$ cat src/rtl/video_register_sink_pkg.sv
// Shared register map and write-transaction type for the video register sink.
package video_regs_pkg;

  localparam int CLUT_AW = 8;
  localparam int DATA_W  = 24;
  localparam int ADR_W   = 7;

  localparam logic [ADR_W-1:0] REG_CLUT_BASE   = 7'h00;
  localparam logic [ADR_W-1:0] REG_ICM         = 7'h40;
  localparam logic [ADR_W-1:0] REG_TRANSP      = 7'h41;
  localparam logic [ADR_W-1:0] REG_PLANE_ORDER = 7'h42;
  localparam logic [ADR_W-1:0] REG_CLUT_BANK   = 7'h43;
  localparam logic [ADR_W-1:0] REG_TRANS_A     = 7'h44;
  localparam logic [ADR_W-1:0] REG_TRANS_B     = 7'h46;
  localparam logic [ADR_W-1:0] REG_BACKDROP    = 7'h58;

  typedef struct packed {
    logic [ADR_W-1:0]  adr;
    logic [DATA_W-1:0] data;
    logic              valid;
  } reg_write_s;

endpackage

$ cat src/rtl/video_register_sink_if.sv
// Bundles the two control-unit write streams and the decoded display outputs.
interface video_register_sink_if;
  import video_regs_pkg::*;

  logic [ADR_W-1:0]   ch0_adr;
  logic [DATA_W-1:0]  ch0_data;
  logic               ch0_write;
  logic [ADR_W-1:0]   ch1_adr;
  logic [DATA_W-1:0]  ch1_data;
  logic               ch1_write;

  logic               clut_we;
  logic [CLUT_AW-1:0] clut_adr;
  logic [DATA_W-1:0]  clut_data;
  logic [3:0]         icm_a;
  logic [3:0]         icm_b;
  logic               plane_order;
  logic [DATA_W-1:0]  transp_ctrl;
  logic [DATA_W-1:0]  trans_color_a;
  logic [DATA_W-1:0]  trans_color_b;
  logic [3:0]         backdrop;
  logic               overflow;

  modport master (
    output ch0_adr, ch0_data, ch0_write, ch1_adr, ch1_data, ch1_write,
    input  clut_we, clut_adr, clut_data, icm_a, icm_b, plane_order,
           transp_ctrl, trans_color_a, trans_color_b, backdrop, overflow
  );

  modport slave (
    input  ch0_adr, ch0_data, ch0_write, ch1_adr, ch1_data, ch1_write,
    output clut_we, clut_adr, clut_data, icm_a, icm_b, plane_order,
           transp_ctrl, trans_color_a, trans_color_b, backdrop, overflow
  );

endinterface

$ cat src/rtl/video_register_sink_arbiter.sv
// Merges two register-write streams into one grant per cycle using a one-entry
// pending slot per channel and a round-robin pointer that flips only on conflicts.
module reg_write_arbiter
  import video_regs_pkg::*;
(
  input  logic       clk,
  input  logic       reset,
  input  reg_write_s i_ch0,
  input  reg_write_s i_ch1,
  output reg_write_s o_grant,
  output logic       o_overflow
);

  reg_write_s r_slot [2];
  logic       r_rrPtr;
  logic       r_overflow;

  reg_write_s w_live [2];
  reg_write_s w_cand [2];
  logic [1:0] w_grant;
  logic [1:0] w_drop;
  logic       w_conflict;

  // A held slot always outranks the live strobe of its own channel.
  always_comb begin
    w_live[0]  = i_ch0;
    w_live[1]  = i_ch1;
    for (int c = 0; c < 2; c++) begin
      w_cand[c] = r_slot[c].valid ? r_slot[c] : w_live[c];
    end
    w_conflict = w_cand[0].valid && w_cand[1].valid;
    w_grant[0] = w_cand[0].valid && (!w_cand[1].valid || !r_rrPtr);
    w_grant[1] = w_cand[1].valid && (!w_cand[0].valid || r_rrPtr);
    for (int c = 0; c < 2; c++) begin
      w_drop[c] = r_slot[c].valid && !w_grant[c] && w_live[c].valid;
    end
    o_grant = w_grant[1] ? w_cand[1] : w_cand[0];
  end

  always_ff @(posedge clk) begin
    if (reset) begin
      r_slot[0]  <= '0;
      r_slot[1]  <= '0;
      r_rrPtr    <= 1'b0;
      r_overflow <= 1'b0;
    end else begin
      for (int c = 0; c < 2; c++) begin
        // A granted slot is refilled by a same-cycle strobe so nothing is lost.
        if (w_grant[c]) begin
          r_slot[c] <= r_slot[c].valid ? w_live[c] : '0;
        end else if (!r_slot[c].valid) begin
          r_slot[c] <= w_live[c];
        end
      end
      if (w_conflict) r_rrPtr <= ~r_rrPtr;
      if (|w_drop) r_overflow <= 1'b1;
    end
  end

  assign o_overflow = r_overflow;

endmodule

$ cat src/rtl/video_register_sink.sv
// Decodes arbitrated control-unit writes into CLUT RAM writes and held
// display-control registers for the pixel pipeline.
module video_register_sink
  import video_regs_pkg::*;
(
  input logic                  clk,
  input logic                  reset,
  video_register_sink_if.slave bus
);

  reg_write_s w_ch0;
  reg_write_s w_ch1;
  reg_write_s w_grant;
  logic       w_overflow;

  logic               r_clutWe;
  logic [CLUT_AW-1:0] r_clutAdr;
  logic [DATA_W-1:0]  r_clutData;
  logic [1:0]         r_clutBank;
  logic [3:0]         r_icmA;
  logic [3:0]         r_icmB;
  logic               r_planeOrder;
  logic [DATA_W-1:0]  r_transpCtrl;
  logic [DATA_W-1:0]  r_transA;
  logic [DATA_W-1:0]  r_transB;
  logic [3:0]         r_backdrop;

  assign w_ch0 = '{adr: bus.ch0_adr, data: bus.ch0_data, valid: bus.ch0_write};
  assign w_ch1 = '{adr: bus.ch1_adr, data: bus.ch1_data, valid: bus.ch1_write};

  reg_write_arbiter u_arbiter (
    .clk        (clk),
    .reset      (reset),
    .i_ch0      (w_ch0),
    .i_ch1      (w_ch1),
    .o_grant    (w_grant),
    .o_overflow (w_overflow)
  );

  // Addresses below 0x40 are colour entries in the currently selected bank.
  always_ff @(posedge clk) begin
    if (reset) begin
      r_clutWe     <= 1'b0;
      r_clutAdr    <= '0;
      r_clutData   <= '0;
      r_clutBank   <= '0;
      r_icmA       <= '0;
      r_icmB       <= '0;
      r_planeOrder <= 1'b0;
      r_transpCtrl <= '0;
      r_transA     <= '0;
      r_transB     <= '0;
      r_backdrop   <= '0;
    end else begin
      r_clutWe <= 1'b0;
      if (w_grant.valid) begin
        if (w_grant.adr[6] == 1'b0) begin
          r_clutWe   <= 1'b1;
          r_clutAdr  <= {r_clutBank, w_grant.adr[5:0]};
          r_clutData <= w_grant.data;
        end else begin
          case (w_grant.adr)
            REG_ICM: begin
              r_icmA <= w_grant.data[3:0];
              r_icmB <= w_grant.data[11:8];
            end
            REG_TRANSP:      r_transpCtrl <= w_grant.data;
            REG_PLANE_ORDER: r_planeOrder <= w_grant.data[0];
            REG_CLUT_BANK:   r_clutBank   <= w_grant.data[1:0];
            REG_TRANS_A:     r_transA     <= w_grant.data;
            REG_TRANS_B:     r_transB     <= w_grant.data;
            REG_BACKDROP:    r_backdrop   <= w_grant.data[3:0];
            default: ;
          endcase
        end
      end
    end
  end

  assign bus.clut_we       = r_clutWe;
  assign bus.clut_adr      = r_clutAdr;
  assign bus.clut_data     = r_clutData;
  assign bus.icm_a         = r_icmA;
  assign bus.icm_b         = r_icmB;
  assign bus.plane_order   = r_planeOrder;
  assign bus.transp_ctrl   = r_transpCtrl;
  assign bus.trans_color_a = r_transA;
  assign bus.trans_color_b = r_transB;
  assign bus.backdrop      = r_backdrop;
  assign bus.overflow      = w_overflow;

endmodule

$ cat src/flat_wrapper.sv
// flat-port wrapper written by rule: the top's interface ports become plain ports
module video_register_sink_flat import video_regs_pkg::*;
  (clk, reset, bus_ch0_adr, bus_ch0_data, bus_ch0_write, bus_ch1_adr, bus_ch1_data, bus_ch1_write, bus_clut_we, bus_clut_adr, bus_clut_data, bus_icm_a, bus_icm_b, bus_plane_order, bus_transp_ctrl, bus_trans_color_a, bus_trans_color_b, bus_backdrop, bus_overflow);
  video_register_sink_if bus_i ();
  input logic clk;
  input logic reset;
  input wire logic [$bits(bus_i.ch0_adr)-1:0] bus_ch0_adr;
  input wire logic [$bits(bus_i.ch0_data)-1:0] bus_ch0_data;
  input wire logic [$bits(bus_i.ch0_write)-1:0] bus_ch0_write;
  input wire logic [$bits(bus_i.ch1_adr)-1:0] bus_ch1_adr;
  input wire logic [$bits(bus_i.ch1_data)-1:0] bus_ch1_data;
  input wire logic [$bits(bus_i.ch1_write)-1:0] bus_ch1_write;
  output wire logic [$bits(bus_i.clut_we)-1:0] bus_clut_we;
  output wire logic [$bits(bus_i.clut_adr)-1:0] bus_clut_adr;
  output wire logic [$bits(bus_i.clut_data)-1:0] bus_clut_data;
  output wire logic [$bits(bus_i.icm_a)-1:0] bus_icm_a;
  output wire logic [$bits(bus_i.icm_b)-1:0] bus_icm_b;
  output wire logic [$bits(bus_i.plane_order)-1:0] bus_plane_order;
  output wire logic [$bits(bus_i.transp_ctrl)-1:0] bus_transp_ctrl;
  output wire logic [$bits(bus_i.trans_color_a)-1:0] bus_trans_color_a;
  output wire logic [$bits(bus_i.trans_color_b)-1:0] bus_trans_color_b;
  output wire logic [$bits(bus_i.backdrop)-1:0] bus_backdrop;
  output wire logic [$bits(bus_i.overflow)-1:0] bus_overflow;
  assign bus_i.ch0_adr = bus_ch0_adr;
  assign bus_i.ch0_data = bus_ch0_data;
  assign bus_i.ch0_write = bus_ch0_write;
  assign bus_i.ch1_adr = bus_ch1_adr;
  assign bus_i.ch1_data = bus_ch1_data;
  assign bus_i.ch1_write = bus_ch1_write;
  assign bus_clut_we = bus_i.clut_we;
  assign bus_clut_adr = bus_i.clut_adr;
  assign bus_clut_data = bus_i.clut_data;
  assign bus_icm_a = bus_i.icm_a;
  assign bus_icm_b = bus_i.icm_b;
  assign bus_plane_order = bus_i.plane_order;
  assign bus_transp_ctrl = bus_i.transp_ctrl;
  assign bus_trans_color_a = bus_i.trans_color_a;
  assign bus_trans_color_b = bus_i.trans_color_b;
  assign bus_backdrop = bus_i.backdrop;
  assign bus_overflow = bus_i.overflow;
  video_register_sink u_core (.clk(clk), .reset(reset), .bus(bus_i));
endmodule
$ cat config.mk
export PLATFORM = sky130hd
export DESIGN_NAME = video_register_sink_flat
export DESIGN_NICKNAME = d
export VERILOG_FILES = /design/src/rtl/video_register_sink_pkg.sv /design/src/rtl/video_register_sink_if.sv /design/src/rtl/video_register_sink_arbiter.sv /design/src/rtl/video_register_sink.sv /design/src/flat_wrapper.sv
export SDC_FILE = /design/constraint.sdc
export NUM_CORES = 1
export LEC_CHECK = 0
export CAP_MARGIN = 20
export CORE_AREA = 8 8 163 165
export DETAILED_ROUTE_END_ITERATION = 7
export DIE_AREA = 0 0 171 173
export SKIP_LAST_GASP = 1
export SLEW_MARGIN = 0
export SYNTH_ARGS = -nofsm -noshare
export SYNTH_HDL_FRONTEND = slang
export SYNTH_SLANG_ARGS = --single-unit
$ cat constraint.sdc
create_clock -name clk -period 7 [get_ports clk]
set_input_delay 1.05 -clock clk [delete_from_list [all_inputs] [get_ports clk]]
set_output_delay 1.05 -clock clk [all_outputs]
set_load 0.01 [all_outputs]
# Word-level counts from Yosys, hierarchy flattened
# Memories as Yosys holds them, arrays and structs flattened.
# Index checks and enable logic that the tools add are counted.
dict set report totals {
  ram_bits 64
  romBits 0
  memories 1
  elab_cells 78
  latchBits 0
  ff_bits 122
}
# name words word_bits rd rd_ports_with_merged_regs wr line
set memory_table {}
lappend memory_table {u_core.u_arbiter.r_slot 2 32 2 0 2 video_register_sink_arbiter.sv:14} ;# reg_write_s r_slot [2];
dict set report classes {
  n_mul 0
  n_div 0
  n_bitwise 7
  magnitude_cmp 0
  n_eq_ne 7
  n_reduce_logical 24
  addsub 0
  muxes 26
  shifts 0
}
# op count
set op_table {}
lappend op_table {{$mux W32} 9}
lappend op_table {{$eq A7 B7 Y1 const B} 7}
lappend op_table {{$reduce_and A3 Y1} 7}
lappend op_table {{$mux W1} 17}
lappend op_table {{$logic_and A1 B1 Y1} 7}
lappend op_table {{$logic_not A1 Y1} 5}
lappend op_table {{$or A1 B1 Y1} 4}
lappend op_table {{$reduce_or A2 Y1} 2}
lappend op_table {{$not A1 Y1} 3}
lappend op_table {{$logic_or A1 B1 Y1} 2}
lappend op_table {{$reduce_and A2 Y1} 1}

# Longest topological paths before layout
# Gate-level depths: netlist (run 1).
dict set report logic_depth {
  word_depth 9
  depth_mapped 9
  ltp_nobuf 5
}

# By module
# From an unflattened synthesis (run 1), not the netlist that was laid out.
dict set report hier_totals {
  cells_unflattened 720
  hier_area_um2 8326.7
}
# mod instances seq_area_each_um2 area_each_um2 cells_each
set modules_own_cells {}
lappend modules_own_cells {video_register_sink 1 2402.3 4709.5 463}
lappend modules_own_cells {reg_write_arbiter 1 1961.9 3617.2 257}

# Worst setup path before layout (run 1)
# No wires, ideal clock.
dict set report synth_timing {
  path_type {in2reg}
  startpoint {input port bus_ch0_write}
  endpoint {register u_core.r_icmA[0], in the netlist u_core.bus.icm_a[0]}
  setup_time_ns 0.073
  arrival_time_ns 2.615
  path_slack_ns 4.311
  stages 7
  path_cell_list {o21ba_2 > nor2_1 > buf_2 > buf_2 > mux2i_1 > nand2b_1 > mux2i_1}
}
dict set report synth_via {
  elab_chain_cells 7
}
# element line
set synth_lines {}
lappend synth_lines {{from (decl)} flat_wrapper.sv:9} ;# input wire logic [$bits(bus_i.ch0_write)-1:0] bus_ch0_write;
lappend synth_lines {{$mux W32 *} video_register_sink_arbiter.sv:29} ;# w_cand[c] = r_slot[c].valid ? r_slot[c] : w_live[c];
lappend synth_lines {{$logic_not A1 Y1} video_register_sink_arbiter.sv:33} ;# w_grant[1] = w_cand[1].valid && (!w_cand[0].valid || r_rrPtr);
lappend synth_lines {{$logic_or A1 B1 Y1} video_register_sink_arbiter.sv:33}
lappend synth_lines {{$logic_and A1 B1 Y1} video_register_sink_arbiter.sv:33}
lappend synth_lines {{$mux W32 *} video_register_sink_arbiter.sv:37} ;# o_grant = w_grant[1] ? w_cand[1] : w_cand[0];
lappend synth_lines {{$eq A7 B7 Y1} video_register_sink.sv:62} ;# case (w_grant.adr)
lappend synth_lines {{$reduce_and A3 Y1 (no source line)} -}
lappend synth_lines {{to (signal assigned)} video_register_sink.sv:64} ;# r_icmA <= w_grant.data[3:0];
lappend synth_lines {{to (decl)} video_register_sink.sv:20} ;# logic [3:0] r_icmA;
# Mark *: on every way between the ends. The rest lies on a longest branch, timed or not.
# A chain may end at the register's enable or synchronous reset.

# Worst setup path after layout (run 1)
dict set report layout_timing {
  startpoint {input port bus_ch0_write}
  endpoint {register u_core.r_transpCtrl[13], in the netlist u_core.bus.transp_ctrl[13]}
}
dict set report layout_via {
  elab_chain_cells 7
}
# element line
set layout_lines {}
lappend layout_lines {{$mux W32 *} video_register_sink_arbiter.sv:29}
lappend layout_lines {{$logic_not A1 Y1} video_register_sink_arbiter.sv:33}
lappend layout_lines {{$logic_or A1 B1 Y1} video_register_sink_arbiter.sv:33}
lappend layout_lines {{$logic_and A1 B1 Y1} video_register_sink_arbiter.sv:33}
lappend layout_lines {{$mux W32 *} video_register_sink_arbiter.sv:37}
lappend layout_lines {{$eq A7 B7 Y1} video_register_sink.sv:62}
lappend layout_lines {{$reduce_and A3 Y1 (no source line)} -}
lappend layout_lines {{to (signal assigned)} video_register_sink.sv:67} ;# REG_TRANSP: r_transpCtrl <= w_grant.data;
lappend layout_lines {{to (decl)} video_register_sink.sv:23} ;# logic [DATA_W-1:0] r_transpCtrl;
# Marked as above.

==> impl_metrics.env, run 1 <==
export IMPL_worstPathMaxFanout=24
export IMPL_cts_tree="built"
export IMPL_finalPower_uw=2590
export IMPL_worst_hold_path_type="reg2reg"
export IMPL_critical_path_max_stage_delay_ns=0.73
export IMPL_postSynthCellCount=730
export IMPL_remaining_drc_errors=0
export IMPL_synth_cell_types=44
export IMPL_internal_power_uw=1870
export IMPL_pwr_share_clk_pct=37.1
export IMPL_ys_top_cells_by_area="sky130_fd_sc_hd__dfxtp_1, sky130_fd_sc_hd__mux2i_1, sky130_fd_sc_hd__edfxtp_1"
export IMPL_critPathArrivalTime_ns=3.81
export IMPL_cts_root_to_sink_buffers=2
export IMPL_core_rowCount=57
export IMPL_overflow=0
export IMPL_cts_resized=0
export IMPL_start_util_pct=35.2
export IMPL_final_min_period_over_clock_period_pct=49.4
export IMPL_preCtsSetupSlack_ns=3.12
export IMPL_synthArstFlopShare_pct=0
export IMPL_classification_of_the_worst_setup_path="in2reg"
export IMPL_net_switching_power_of_the_design_uw=724
export IMPL_sequentialPowerShare_pct=46.5
export IMPL_worst_pin_slew_ns=0.963
export IMPL_relSlewSlack_pct=35.8
export IMPL_worstPathRequired_ns=7.35
export IMPL_cp_slowest_cell="sky130_fd_sc_hd__nand4_4"
export IMPL_fp_dieH_microns=173
export IMPL_finalWeightedCongestion=0.879
export IMPL_place_inst=1202
export IMPL_synth_edff_count=64
export IMPL_fin_worst_hold_slack_ns=0.469
export IMPL_ys_seq_area_share_pct=51.7
export IMPL_grt_first_pass_wirelength_microns=34600
export IMPL_top_achievable_clock_speed_mhz=289
export IMPL_ir_worst_vdd_v=0.000132
export IMPL_synth_top_area_share_pct=28.9
export IMPL_synthDominantAreaCellType="sky130_fd_sc_hd__dfxtp_1"
export IMPL_postSynthRegisterBits=186
export IMPL_rsz0062_at_grt="no"
export IMPL_fillCellCount=2262
export IMPL_die_area_sq_mm=0.0296
export IMPL_fp_dieW_microns=171
export IMPL_final_max_slew_viol_count=0
export IMPL_path_cells="clkdlybuf4s50_1 > o21ba_2 > nor4_1 > a2111oi_4 > nand4_4 > mux2i_1"
export IMPL_track_usage_pct=15.1
export IMPL_syn_area_per_cell_sq_um=11.6
export IMPL_whs_path_depth=2
export IMPL_setup_worst_path_start_class="input pin"
export IMPL_p_leak_uw=0.00461
export IMPL_dpl_hpwl_microns=16400
export IMPL_max_cap_violations=0
export IMPL_grt_start_max_net_pins=116
export IMPL_final_setup_skew_ns=0.0138
export IMPL_core_region_area_sq_mm=0.0240
export IMPL_finalHoldViolCount=0
export IMPL_antenna_cells_inserted=0
export IMPL_cts_setup_buffers=0
export IMPL_synthFlopType="sky130_fd_sc_hd__dfxtp_1"
export IMPL_cts_root_buffer="sky130_fd_sc_hd__clkbuf_16"
export IMPL_portBuffers=184
export IMPL_finalWorstSetupSlack_ns=3.54
export IMPL_timing_final_crit_period_ns=3.46
export IMPL_wl_per_instance_microns=18.5
export IMPL_clock_latency_ns=0.43
export IMPL_cp_end_kind="flop"
export IMPL_clkSlewWorstSetupHoldPaths_ns=0.08
export IMPL_via_count_of_the_first_global_routing_pass=5755
export IMPL_drt_pre_antenna_iters=5
export IMPL_power_switching_fraction_pct=28.0
export IMPL_io_pins=185
export IMPL_final_setup_tns_ns=0
export IMPL_tritoncts_sinks=186
export IMPL_drtAntennaViolNets=0
export IMPL_combinationalPowerShare_pct=16.4
export IMPL_syn_to_final_growth_pct=32.2
export IMPL_power_density_mw_per_mm2=232
export IMPL_cts_htree_levels=4
export IMPL_status="completed"
export IMPL_antenna_found_initial=0
export IMPL_vias_per_cell=4.69
export IMPL_post_synth_instance_area_sq_mm=0.00844
export IMPL_total_clock_buffers_created_by_cts=17
export IMPL_drt_first_iter_violations=458
export IMPL_vias=5784
export IMPL_worst_r2r_path_depth=5
export IMPL_layout_drive_gt1_share_pct=6.59
export IMPL_nNetsFinal=963
export IMPL_final_instance_count_excl_fill=1234
export IMPL_synth_warning_count=0
export IMPL_final_routed_wirelength_across_all_metal_layers_microns=22800
export IMPL_setup_violations=0
export IMPL_synth_nets=796
export IMPL_quantity_of_hold_fixing_buffers_added_after_cts=0
## cell families (layout without fill, tap and decap cells)
kind of cell           Yosys count  count (layout)  synth area share, %
AOI/OAI and AO/OA               35              35                 3.23
buffers and inverters           53             233                 3.08
DFF                            186             186                 51.7
muxes                          202             202                 24.0
and+or+nand+nor                254             254                 18.0
## worst paths after layout
| path | from | endpoint | slack, ns |
|---|---|---|---|
| max | bus_ch0_write | u_core.bus.transp_ctrl[13] | 3.54 |
| min | u_core.bus.clut_adr[1] | u_core.bus.clut_adr[1] | 0.47 |
| max reg2reg | u_core.u_arbiter.r_slot[1][0] | u_core.bus.transp_ctrl[13] | 3.78 |
| min reg2reg | u_core.bus.clut_adr[1] | u_core.bus.clut_adr[1] | 0.47 |
## critical path, delay by kind of cell
family	cells	cell delay (ns)
buf+inv	1	0.61
mux	1	0.35
simple gates	2	0.85
compound gates	2	0.93
## per-layer routing
layer	part of all wire, %	wire [microns]	GRT usage [%]	vias up
met3	5.9	1350	3.35	13
met2	43	9870	21.9	175
met5	0	0	0	-
met4	1.1	248	3.81	0
li1	-	-	-	2871
met1	50	11400	22.1	2725
## power groups by stage
stage                     sequential [uW]  clock (uW)  combinational [uW]
after detailed placement             1230           0                 428
after global placement               1230           0                 426
after global routing                 1210        1030                 458
final                                1200         962                 424
after floorplan                      1240           0                 234
after CTS                            1210         987                 429
## area by class of cell
cell class	count	area, sq um	share of cell area (%)
Multi-Input combinational cell	491	3840	34.4
Timing Repair Buffer	194	1930	17.3
Clock buffer	18	439	3.93
Sequential cell	186	4360	39.1
Clock inverter	14	159	1.42
Inverter	7	26.3	0.235
Tap cell	324	405	3.63
## layout by cell type (no fill, tap or decap), types with 3 or more instances in the layout
cell,count
sky130_fd_sc_hd__mux2i_1,198
sky130_fd_sc_hd__clkdlybuf4s50_1,183
sky130_fd_sc_hd__dfxtp_1,122
sky130_fd_sc_hd__nand2b_1,117
sky130_fd_sc_hd__edfxtp_1,64
sky130_fd_sc_hd__and2_1,63
sky130_fd_sc_hd__nor2_1,35
sky130_fd_sc_hd__clkbuf_16,17
sky130_fd_sc_hd__nand2_1,10
sky130_fd_sc_hd__a21oi_1,10
sky130_fd_sc_hd__buf_4,10
sky130_fd_sc_hd__inv_1,7
sky130_fd_sc_hd__nor3_1,7
sky130_fd_sc_hd__o211ai_1,5
sky130_fd_sc_hd__mux2_2,4
sky130_fd_sc_hd__clkinv_8,4
sky130_fd_sc_hd__nand4_1,3
sky130_fd_sc_hd__o21ai_0,3
sky130_fd_sc_hd__inv_6,3
sky130_fd_sc_hd__inv_8,3
sky130_fd_sc_hd__clkinv_4,3
## per-stage QoR
| stage | utilization, % | area [sq um] |
|---|---|---|
| after floorplan | - | 8440 |
| after global placement | 44.0 | 10500 |
| after detailed placement | 44.1 | 10600 |
| after CTS | 46.6 | 11200 |
| after global routing | 46.6 | 11200 |
| final | 46.6 | 11200 |
## synthesized netlist by cell type, drive strengths merged, types with 4 or more instances
cell type / number
nand2: 10
dfxtp: 122
nor2: 37
mux2i: 198
inv: 7
nand2b: 117
a21oi: 11
nor3: 7
clkbuf: 24
o21ai: 5
and2: 63
edfxtp: 64
o211ai: 6
buf: 22
nand4: 5
mux2: 4
## flip-flops by register name (all words and copies together) (netlist names), 8 cells and up
register and count:
u_core.bus.clut_adr 8, u_core.bus.trans_color_a 24, u_core.bus.clut_data 24, u_core.u_arbiter.r_slot 64, u_core.bus.transp_ctrl 24, u_core.bus.trans_color_b 24
No activity file was read; power rests on OpenSTA's default activity.
==> run 2, diff against run 1 <==
Clock period 7 ns to 3.1 ns, I/O delays scaled along.
==> run 2 against run 1 <==
  * Clock skew fell by 0.0027 ns
  * Cell area rose by 1.8%
  * Die area did not move
  * First-iteration DRC count fell by 20%
  * Highest routed layer unchanged
  * Register-to-register slack got worse by 3.3 ns
  * Critical path type is now reg2reg
  * Clock power rose by 130%
==> impl_metrics.env, run 2 (same netlist as run 1, synthesis figures left out) <==
export IMPL_worstPathMaxFanout=19
export IMPL_clock_latency_ns=0.43
export IMPL_critPathArrivalTime_ns=2.97
export IMPL_syn_to_final_growth_pct=34.6
export IMPL_layout_drive_gt1_share_pct=8.11
export IMPL_clkSlewWorstSetupHoldPaths_ns=0.08
export IMPL_post_route_util_pct=47.4
export IMPL_largest_register_ffs=64
export IMPL_drt_pre_antenna_iters=4
export IMPL_fp_dieH_microns=173
export IMPL_final_setup_skew_ns=0.0112
export IMPL_preCtsSetupSlack_ns=0.123
export IMPL_finalWeightedCongestion=0.809
export IMPL_core_region_area_sq_mm=0.0240
export IMPL_critical_path_reg2reg_startpoint="u_core.u_arbiter.r_slot[0][0]"
export IMPL_start_util_pct=35.2
export IMPL_final_setup_tns_ns=0
export IMPL_core_rowCount=57
export IMPL_r2r_end="u_core.bus.trans_color_a[17]"
export IMPL_wl_per_instance_microns=18.3
export IMPL_portBuffers=184
export IMPL_finalHoldViolCount=0
export IMPL_ir_worst_vdd_v=0.000292
export IMPL_r2r_setup_slack_ns=0.45
export IMPL_worstPathRequired_ns=3.42
export IMPL_fin_worst_hold_slack_ns=0.473
export IMPL_whs_path_depth=2
export IMPL_grt_first_pass_wirelength_microns=35700
export IMPL_setup_worst_path_start_class="flop"
export IMPL_drt_first_iter_violations=368
export IMPL_cts_htree_levels=4
export IMPL_cts_root_buffer="sky130_fd_sc_hd__clkbuf_16"
export IMPL_nNetsFinal=978
export IMPL_final_common_cell="sky130_fd_sc_hd__mux2i_1"
export IMPL_antenna_cells_inserted=0
export IMPL_finalWorstSetupSlack_ns=0.446
export IMPL_io_pins=185
export IMPL_finalPower_uw=5950
export IMPL_mostFrequentLayoutCells="sky130_fd_sc_hd__mux2i_1, sky130_fd_sc_hd__clkdlybuf4s50_1, sky130_fd_sc_hd__dfxtp_1, sky130_fd_sc_hd__nand2b_1, sky130_fd_sc_hd__edfxtp_1"
export IMPL_largest_register="u_core.u_arbiter.r_slot"
export IMPL_power_density_mw_per_mm2=524
export IMPL_fp_dieW_microns=171
export IMPL_worst_hold_path_type="in2reg"
export IMPL_antenna_found_initial=0
export IMPL_vias=5852
export IMPL_setup_violations=0
export IMPL_cts_resized=0
export IMPL_track_usage_pct=15.5
export IMPL_cp_end_kind="flop"
export IMPL_relSlewSlack_pct=51.6
export IMPL_final_max_slew_viol_count=0
export IMPL_sequential_cell_area_sq_mm=0.00436
export IMPL_remaining_drc_errors=0
export IMPL_die_area_sq_mm=0.0296
export IMPL_status="completed"
export IMPL_worstHoldEndpoint="u_core.bus.clut_data[2]"
export IMPL_cts_tree="built"
export IMPL_multi_input_gate_area_sq_mm=0.00384
export IMPL_drtAntennaViolNets=0
export IMPL_worst_pin_slew_ns=0.726
export IMPL_top_achievable_clock_speed_mhz=377
export IMPL_classification_of_the_worst_setup_path="reg2reg"
export IMPL_fillCellCount=2263
export IMPL_via_count_of_the_first_global_routing_pass=6096
export IMPL_final_routed_wirelength_across_all_metal_layers_microns=22900
export IMPL_rsz0062_at_grt="no"
export IMPL_p_leak_uw=0.00472
export IMPL_vias_per_cell=4.69
export IMPL_quantity_of_hold_fixing_buffers_added_after_cts=0
export IMPL_timing_final_crit_period_ns=2.65
export IMPL_hold_path_startpoint="reset"
export IMPL_cts_setup_buffers=0
export IMPL_grt_start_max_net_pins=110
export IMPL_dpl_hpwl_microns=16700
export IMPL_total_clock_buffers_created_by_cts=17
export IMPL_final_min_period_over_clock_period_pct=85.6
export IMPL_tritoncts_sinks=186
export IMPL_max_cap_violations=0
export IMPL_cts_root_to_sink_buffers=2
export IMPL_worst_r2r_path_depth=6
export IMPL_overflow=0
run 2: cell types whose count changed in the layout (fill, tap and decap cells not counted), sizes merged:
cell      previous run  this run
clkinv               7         6
inv                 13        16
buf                 11        26
clkbuf              18        17
clkinvlp             1         0
run 2: how the worst max path moves through the flow:
| stage | end | slack, ns | startpoint | depth (start not counted) |
|---|---|---|---|---|
| 2_1_floorplan | u_core.u_arbiter.r_slot[1][0] | 0.44 | u_core.u_arbiter.r_slot[1][0] | 4 |
| 3_3_place_gp | u_core.bus.trans_color_a[9] | 0.18 | bus_ch0_write | 7 |
| 3_5_place_dp | u_core.bus.trans_color_a[9] | 0.12 | bus_ch0_write | 7 |
| 4_1_cts | u_core.bus.trans_color_a[3] | 0.42 | u_core.u_arbiter.r_slot[0][0] | 6 |
| 5_1_grt | u_core.bus.trans_color_a[17] | 0.28 | u_core.u_arbiter.r_slot[1][0] | 6 |
| 6_report | u_core.bus.trans_color_a[17] | 0.45 | u_core.u_arbiter.r_slot[0][0] | 6 |
run 2: layout make-up:
cell class | count | share of cell area, %
clock buffer | 17 | 3.74
clock inverter | 15 | 1.71
inverter | 7 | 0.231
multi-input combinational | 491 | 33.8
sequential | 186 | 38.4
tap | 324 | 3.57
timing repair buffer | 209 | 18.5
run 2: metrics by stage:
stage,area (sq um),instances
after CTS,11400,1249
after global placement,10700,1217
after global routing,11400,1249
after floorplan,8440,730
after detailed placement,10700,1217
final,11400,1249
run 2: where the power goes:
part	internal, uW	switching (uW)	leakage (uW)
sequential	2660	67.0	0.00174
clock	1110	1130	0.000299
combinational	476	506	0.00269
run 2: worst max-delay path, cell delays in order (launching register included):
cell and delay [ns]:
sky130_fd_sc_hd__edfxtp_1 0.70, sky130_fd_sc_hd__mux2i_1 0.34, sky130_fd_sc_hd__a21oi_1 0.11, sky130_fd_sc_hd__a2111oi_4 0.71
sky130_fd_sc_hd__o211ai_4 0.29, sky130_fd_sc_hd__buf_12 0.26, sky130_fd_sc_hd__mux2i_1 0.13
run 2: routing by layer:
layer,GRT usage [%],part of all wire [%],routed length [microns]
met1,22.2,49,11300
met2,23.0,43,9870
met3,3.14,6.1,1390
met4,4.64,1.4,324
met5,0,0,0
